$ cat src/rtl/param_register_file.sv
// Parameterised two-read/one-write register file with optional same-cycle write
// forwarding, an optional hardwired-zero register 0, and a one-register-per-cycle clear engine.
module param_register_file #(
  parameter int DATA_W    = 16,
  parameter int ADDR_W    = 4,
  parameter bit ZERO_REG0 = 1'b0,
  parameter bit BYPASS    = 1'b1
) (
  input  logic              clk,
  input  logic              rst,
  input  logic [ADDR_W-1:0] SrcReg1,
  input  logic [ADDR_W-1:0] SrcReg2,
  input  logic [ADDR_W-1:0] DstReg,
  input  logic              WriteReg,
  input  logic [DATA_W-1:0] DstData,
  input  logic              clear_req,
  output logic [DATA_W-1:0] SrcData1,
  output logic [DATA_W-1:0] SrcData2,
  output logic              busy
);

  localparam int NUM_REGS = 2 ** ADDR_W;

  typedef enum logic {
    IDLE  = 1'b0,
    CLEAR = 1'b1
  } state_t;

  state_t            state_r;
  state_t            stateNext_s;
  logic [ADDR_W-1:0] clearCnt_r;
  logic [ADDR_W-1:0] clearCntNext_s;
  logic              busy_r;
  logic              writeEn_s;
  logic              dstIsZero_s;
  logic              src1IsZero_s;
  logic              src2IsZero_s;
  logic [DATA_W-1:0] regFile_r [NUM_REGS];

  // Hardwired-zero detection for register 0 on every index.
  always_comb begin
    dstIsZero_s  = ZERO_REG0 && (DstReg  == {ADDR_W{1'b0}});
    src1IsZero_s = ZERO_REG0 && (SrcReg1 == {ADDR_W{1'b0}});
    src2IsZero_s = ZERO_REG0 && (SrcReg2 == {ADDR_W{1'b0}});
  end

  // Writes are accepted only in IDLE; a write to a hardwired-zero register 0 is discarded.
  always_comb begin
    writeEn_s = WriteReg && (state_r == IDLE) && !dstIsZero_s;
  end

  // FSM next-state and clear-counter logic.
  always_comb begin
    stateNext_s    = state_r;
    clearCntNext_s = clearCnt_r;
    case (state_r)
      IDLE: begin
        if (clear_req) begin
          stateNext_s    = CLEAR;
          clearCntNext_s = {ADDR_W{1'b0}};
        end else begin
          stateNext_s    = IDLE;
        end
      end
      CLEAR: begin
        // The counter wraps back to zero on the final clear cycle.
        clearCntNext_s = clearCnt_r + ADDR_W'(1'b1);
        if (clearCnt_r == {ADDR_W{1'b1}}) begin
          stateNext_s = IDLE;
        end else begin
          stateNext_s = CLEAR;
        end
      end
      default: begin
        stateNext_s    = IDLE;
        clearCntNext_s = {ADDR_W{1'b0}};
      end
    endcase
  end

  // FSM state, clear counter and busy flag registers.
  always_ff @(posedge clk or posedge rst) begin
    if (rst) begin
      state_r    <= IDLE;
      clearCnt_r <= {ADDR_W{1'b0}};
      busy_r     <= 1'b0;
    end else begin
      state_r    <= stateNext_s;
      clearCnt_r <= clearCntNext_s;
      busy_r     <= (stateNext_s == CLEAR);
    end
  end

  // Register storage: clear engine has priority, user writes only when idle.
  always_ff @(posedge clk or posedge rst) begin
    if (rst) begin
      for (int i = 0; i < NUM_REGS; i++) begin
        regFile_r[i] <= {DATA_W{1'b0}};
      end
    end else if (state_r == CLEAR) begin
      regFile_r[clearCnt_r] <= {DATA_W{1'b0}};
    end else if (writeEn_s) begin
      regFile_r[DstReg] <= DstData;
    end
  end

  // Combinational read ports with optional forwarding of the in-flight write.
  always_comb begin
    if (src1IsZero_s) begin
      SrcData1 = {DATA_W{1'b0}};
    end else if (BYPASS && writeEn_s && (SrcReg1 == DstReg)) begin
      SrcData1 = DstData;
    end else begin
      SrcData1 = regFile_r[SrcReg1];
    end

    if (src2IsZero_s) begin
      SrcData2 = {DATA_W{1'b0}};
    end else if (BYPASS && writeEn_s && (SrcReg2 == DstReg)) begin
      SrcData2 = DstData;
    end else begin
      SrcData2 = regFile_r[SrcReg2];
    end
  end

  assign busy = busy_r;

endmodule

$ cat config.mk
export PLATFORM = sky130hd
export DESIGN_NAME = param_register_file
export DESIGN_NICKNAME = d
export VERILOG_FILES = /design/src/rtl/param_register_file.sv
export SDC_FILE = /design/constraint.sdc
export NUM_CORES = 1
export LEC_CHECK = 0
export BUFFER_PORTS_ARGS = -buffer_cell sky130_fd_sc_hd__buf_2
export CORE_MARGIN = 1
export CORE_UTILIZATION = 50
export DETAILED_ROUTE_END_ITERATION = 12
export HOLD_SLACK_MARGIN = 0.03
export PLACE_DENSITY = 0.67
export SLEW_MARGIN = 20
export SYNTH_ARGS = -nofsm -noshare
export SYNTH_HDL_FRONTEND = slang
export SYNTH_SLANG_ARGS = --single-unit
export TNS_END_PERCENT = 30
$ cat constraint.sdc
create_clock -name clk -period 13.5 [get_ports clk]
set_clock_uncertainty 0.05 [all_clocks]
set_input_delay 2.7 -clock clk [delete_from_list [all_inputs] [get_ports clk]]
set_output_delay 2.7 -clock clk [all_outputs]
set_load 0.005 [all_outputs]
# Yosys cells after proc, flatten, opt, wreduce, memory -nomap -nowiden
# Cells that the tools add are included.
dict set report op_classes {
  n_bitwise 7
  n_mul 0
  mux 20
  add_sub_neg 1
  n_shift 0
  eq_ne 4
  magnitude_cmp 6
  div_mod_pow 0
  reduce_logical 6
}
# op n
set op_table {}
lappend op_table {{two-way mux 256 bit} 2}
lappend op_table {{bitwise AND 256 bit} 1}
lappend op_table {{bitwise mux 256 bit} 1}
lappend op_table {{NOT 256 bit} 1}
lappend op_table {{binary-select mux 16 bit (select 4 bit)} 2}
lappend op_table {{demux 16 bit (select 4 bit)} 2}
lappend op_table {{two-way mux 16 bit} 8}
lappend op_table {{greater-or-equal comparator 5 bit (second input constant)} 4}
lappend op_table {{NOT 4 -> 5 bit} 4}
lappend op_table {{less-than comparator 5 x 1 -> 1 bit (second input constant)} 2}
lappend op_table {{equality test 4 bit} 2}
lappend op_table {{one-hot mux 4 bit (2 select lines)} 1}
lappend op_table {{logical AND 1 bit} 5}
lappend op_table {{adder 4 x 1 -> 4 bit (second input constant)} 1}
lappend op_table {{equality test 4 bit (second input constant)} 1}
lappend op_table {{two-way mux 4 bit} 1}
lappend op_table {{two-way mux 1 bit} 2}
lappend op_table {{inequality test 2 bit (second input constant)} 1}
lappend op_table {{one-hot mux 1 bit (2 select lines)} 1}
lappend op_table {{nonzero test 2 bit} 1}
lappend op_table {{NOT 1 bit} 1}
dict set report word_totals {
  n_memories 0
  romBits 0
  mem_bits_rw 0
  input_bits 32
  latchBits 0
  reg_bits 261
  output_inout_bits 33
}

# Longest topological paths before layout
dict set report logic_depth {
  word_depth 8
  ltp_mapped 7
  depth_no_buf 5
}

# Worst setup path after synthesis
# Ideal clock, no wire load.
dict set report synth_timing {
  path_type {input -> output}
  start {in SrcReg1[3]}
  end {out SrcData1[10]}
  path_stages 5
  n_path_buf 1
  slack_ns 6.489
  t_required_ns 10.750
  arrival_ns 4.261
  path_cell_list {clkbuf_1 > mux4_2 > mux2i_1 > mux2i_1 > mux2_2}
}
dict set report synth_via {
  elab_chain_cells 5
}
# element line_no
set synth_lines {}
lappend synth_lines {{start: declaration} 11} ;# input logic [ADDR_W-1:0] SrcReg1,
lappend synth_lines {{NOT 4 -> 5 bit (implied by the code)} 114} ;# SrcData1 = regFile_r[SrcReg1];
lappend synth_lines {{binary-select mux 16 bit (select 4 bit)} 114}
lappend synth_lines {{two-way mux 16 bit (implied by the code) (2 in series)} 114}
lappend synth_lines {{two-way mux 16 bit (*)} 111} ;# end else if (BYPASS && writeEn_s && (SrcReg1 == DstReg)) begin
lappend synth_lines {{end: declaration} 17} ;# output logic [DATA_W-1:0] SrcData1,
# Every way passes the cells marked *; elsewhere a longest branch is shown, timed or not. The select of a mux whose other input is x is not followed.

# Final worst setup path
dict set report layout_timing {
  start {in SrcReg2[0]}
  end {out SrcData2[8]}
}
dict set report layout_via {
  elab_chain_cells 5
}
# element line_no
set layout_lines {}
lappend layout_lines {{start: declaration} 12} ;# input logic [ADDR_W-1:0] SrcReg2,
lappend layout_lines {{NOT 4 -> 5 bit (implied by the code)} 122} ;# SrcData2 = regFile_r[SrcReg2];
lappend layout_lines {{binary-select mux 16 bit (select 4 bit)} 122}
lappend layout_lines {{two-way mux 16 bit (implied by the code) (2 in series)} 122}
lappend layout_lines {{two-way mux 16 bit (*)} 119} ;# end else if (BYPASS && writeEn_s && (SrcReg2 == DstReg)) begin
lappend layout_lines {{end: declaration} 18} ;# output logic [DATA_W-1:0] SrcData2,
# Marks and branches as above.

==> run_results.csv <==
group,metric,value,unit
cts,h-tree-depth,1,
global_route,use_met2,0.4515,
drt,initialDrtViolationCount,1143,
cts,cts_resized,0,
worst_hold_path,min_path_cells,1,
sta,final-hold-violation-count,0,
critical_path,critPathRequiredTime,10750,ps
pwr,ir_worst_vdd,95.02,uV
yosys,netlist_area,0.01415,mm^2
yosys,synth_seq_area_share,0.4615,
cts,path_clk_slew,60,ps
placement,gp_congestion,0.8275,
cts,ctsHoldBuffers,0,
cts,cts_buffers,29,
cts,cts_tree,"done",
yosys,syn_nets,1047,
pwr,seqPwrFrac,0.406,
finish,final_nets,1049,
cts,cts_sinks,261,
sta,layout_setup_ws,5142,ps
pwr,power_frac_clock,0.345,
critical_path,crit_fanout,41,
sta,maxSlewHeadroom,0.1947,
sta,setup_viol,0,
pwr,leakagePower,7.235,nW
global_route,grt_max_degree,128,
global_route,grt_util_all_layers,0.2942,
global_route,grt_pass1_wl,62.97,mm
placement,dp.cells,1360,
floorplanning,rows,61,
global_route,grt_util_met1,0.4365,
sta,drv_slew,0,
sta,rsz0062_at_grt,"no",
drt,antenna_left,0,
yosys,ys_warn_count,0,
cts,post_cts_buffers,0,
yosys,synth_cells,1011,
global_route,grt_overflow,0,
pwr,p_comb_frac,0.249,
global_route,antenna_found_initial,1,
yosys,syn_avg_cell_area,14.00,um^2
finish,utilization,0.5682,
global_route,grt_pass1_vias,9917,
sta,tightest_slew,1208,ps
placement,portBuffers,64,
floorplanning,dieArea,0.02898,mm^2
placement,dp_hpwl,24.59,mm
run_status,status,"finished, final reports clean",
sta,post-route-period-util,0.6191,
floorplanning,dieWidth,170.2,um
floorplanning,die_y,170.2,um
drt,via_count,9896,
global_route,busiest_layer,"met2",
cts,cts_root_buf,"clkbuf_16",
sta,fmax,0.1197,GHz
yosys,ys_seq_elements,261,
drt,drtPass1Iterations,5,
pwr,power.internal,1.792,mW
floorplanning,core_area,0.02778,mm^2
pwr,power_switching,0.7937,mW
yosys,synthArstFlopShare,1.000,
finish,drive_above_1_share,0.3101,
yosys,synth_edf_count,0,
critical_path,cp-start-kind,"input port",
finish,area_growth,11.53,%
pwr,power.total,2.586,mW
drt,wl,41.16,mm
global_route,grt.met3_usage,0.04047,
run,cap_violations,0,
finish,layout.cells.non_filler,1414,
sta,post-route-min-period,8358,ps
pwr,power.density,163.8,mW/mm^2
yosys,synth_cell_type_count,36,
finish,fill_cells,2247,
cts,clockBufferDepth,3,
floorplanning,initial_core_util,0.5095,
drt,route.detailed.drc,0,
critical_path,cp-end-kind,"primary output",
sta,fin_tns_setup,0,ps
yosys,synth_ff_type,"dfrtp_1",
cts,clk_latency,550,ps
placement,pre_cts_slack,5136,ps
floorplanning,io_pins,65,
critical_path,worstSetupPathType,"in2out",
drt,viasPerCell,6.999,
pwr,p_sw_frac,0.3069,
worst_hold_path,min-delay-path-class,"reg2reg",
critical_path,cp_data_arrival_time,5610,ps
drt,wl_per_cell,29.11,um
critical_path,reg2reg_depth,5,
## cells in the mapped netlist (all sizes together), types with 2 or more instances
cell type | instances | area, um^2
nand2 | 6 | 22.52
o21ai | 18 | 90.09
mux4 | 128 | 2883
a22o | 240 | 2102
dfrtp | 261 | 6531
a21oi | 30 | 161.4
nor3 | 8 | 66.32
xor2 | 7 | 61.31
nand2b | 4 | 25.02
mux2i | 96 | 960.9
nand3 | 4 | 20.02
nand4bb | 2 | 22.52
buf | 73 | 349.1
ha | 4 | 50.05
nor2 | 32 | 142.6
inv | 3 | 11.26
clkbuf | 49 | 183.9
xnor2 | 3 | 26.28
mux2 | 32 | 360.4
## power by group through the flow
stage	clock network [mW]	logic (mW)	registers [mW]
after global placement	0	0.620	1.05
after CTS	0.900	0.635	1.04
final	0.893	0.645	1.05
after floorplan	0	0.471	1.01
after detailed placement	0	0.634	1.05
after global routing	0.931	0.687	1.07
## path summary, 6_finish.rpt
| check | start | end | slack, ps |
|---|---|---|---|
| min in group asynchronous | rst | regFile_r[234] | 2290 |
| max in group asynchronous | rst | regFile_r[214] | 9570 |
| worst min register to register | regFile_r[232] | regFile_r[232] | 470 |
| worst max-delay path | SrcReg2[0] | SrcData2[8] | 5140 |
| worst min-delay path | regFile_r[232] | regFile_r[232] | 470 |
| worst max register to register | busy | regFile_r[248] | 10370 |
## layout by cell type (no fill, tap or decap), types with 3 or more instances in the layout
cell type / count
nand3_1: 4
buf_4: 33
nand2_1: 6
buf_2: 60
nor2_1: 29
a22o_1: 240
mux2i_1: 96
nand2b_1: 4
dfrtp_1: 261
nor2_4: 3
clkbuf_16: 29
a21oi_2: 4
xnor2_1: 3
clkbuf_8: 6
xor2_1: 7
nor3_2: 3
ha_1: 4
nor3_1: 4
bufinv_16: 7
a21oi_4: 4
clkinv_2: 6
mux2_2: 32
o21ai_0: 18
a21oi_1: 22
mux4_2: 128
## worst max-delay path, stage by stage
cell and delay [ps]:
buf_4 390, buf_4 690, xor2_1 130, nor3_1 160, nand3_1 720, mux2_2 610, buf_2 140
## metrics by stage
stage	hold WS (ps)	instance area (um^2)
CTS	467.2	15760
detailed placement	447.5	14680
global placement	443.2	14670
floorplan	427.0	14150
finish	466.0	15790
global route	479.7	15790
## routing by layer
metal,wire length (um),vias up
li1,-,4057
met1,17330,5278
met2,19390,491
met3,3463,70
met4,983,0
met5,0,-
## cell type report
type	count	area, um^2	share of cell area
multi-input cells	625	7127	0.4515
well taps	378	473.0	0.02996
inverters	3	18.77	0.001189
flip-flops and latches	261	6531	0.4138
clock buffers	36	812.0	0.05144
clock inverters	17	272.8	0.01728
repair buffers	93	548.0	0.03472
diodes	1	2.502	0.0001585
## cells by family after synthesis
family | after synthesis | synth area share
and+or+nand+nor | 63 | 0.02493
adders and majority gates | 4 | 0.003536
buffers and inverters | 125 | 0.03845
DFF | 261 | 0.4615
xor gates and xnor gates | 10 | 0.006189
AOI/OAI and AO/OA | 292 | 0.1684
muxes | 256 | 0.2970
## flip-flops by register name, summed over array words and instances (netlist names)
| name | cells |
|---|---|
| regFile_r | 256 |
| busy | 1 |
| clearCnt_r | 4 |
No activity file was read; power rests on OpenSTA's default activity.
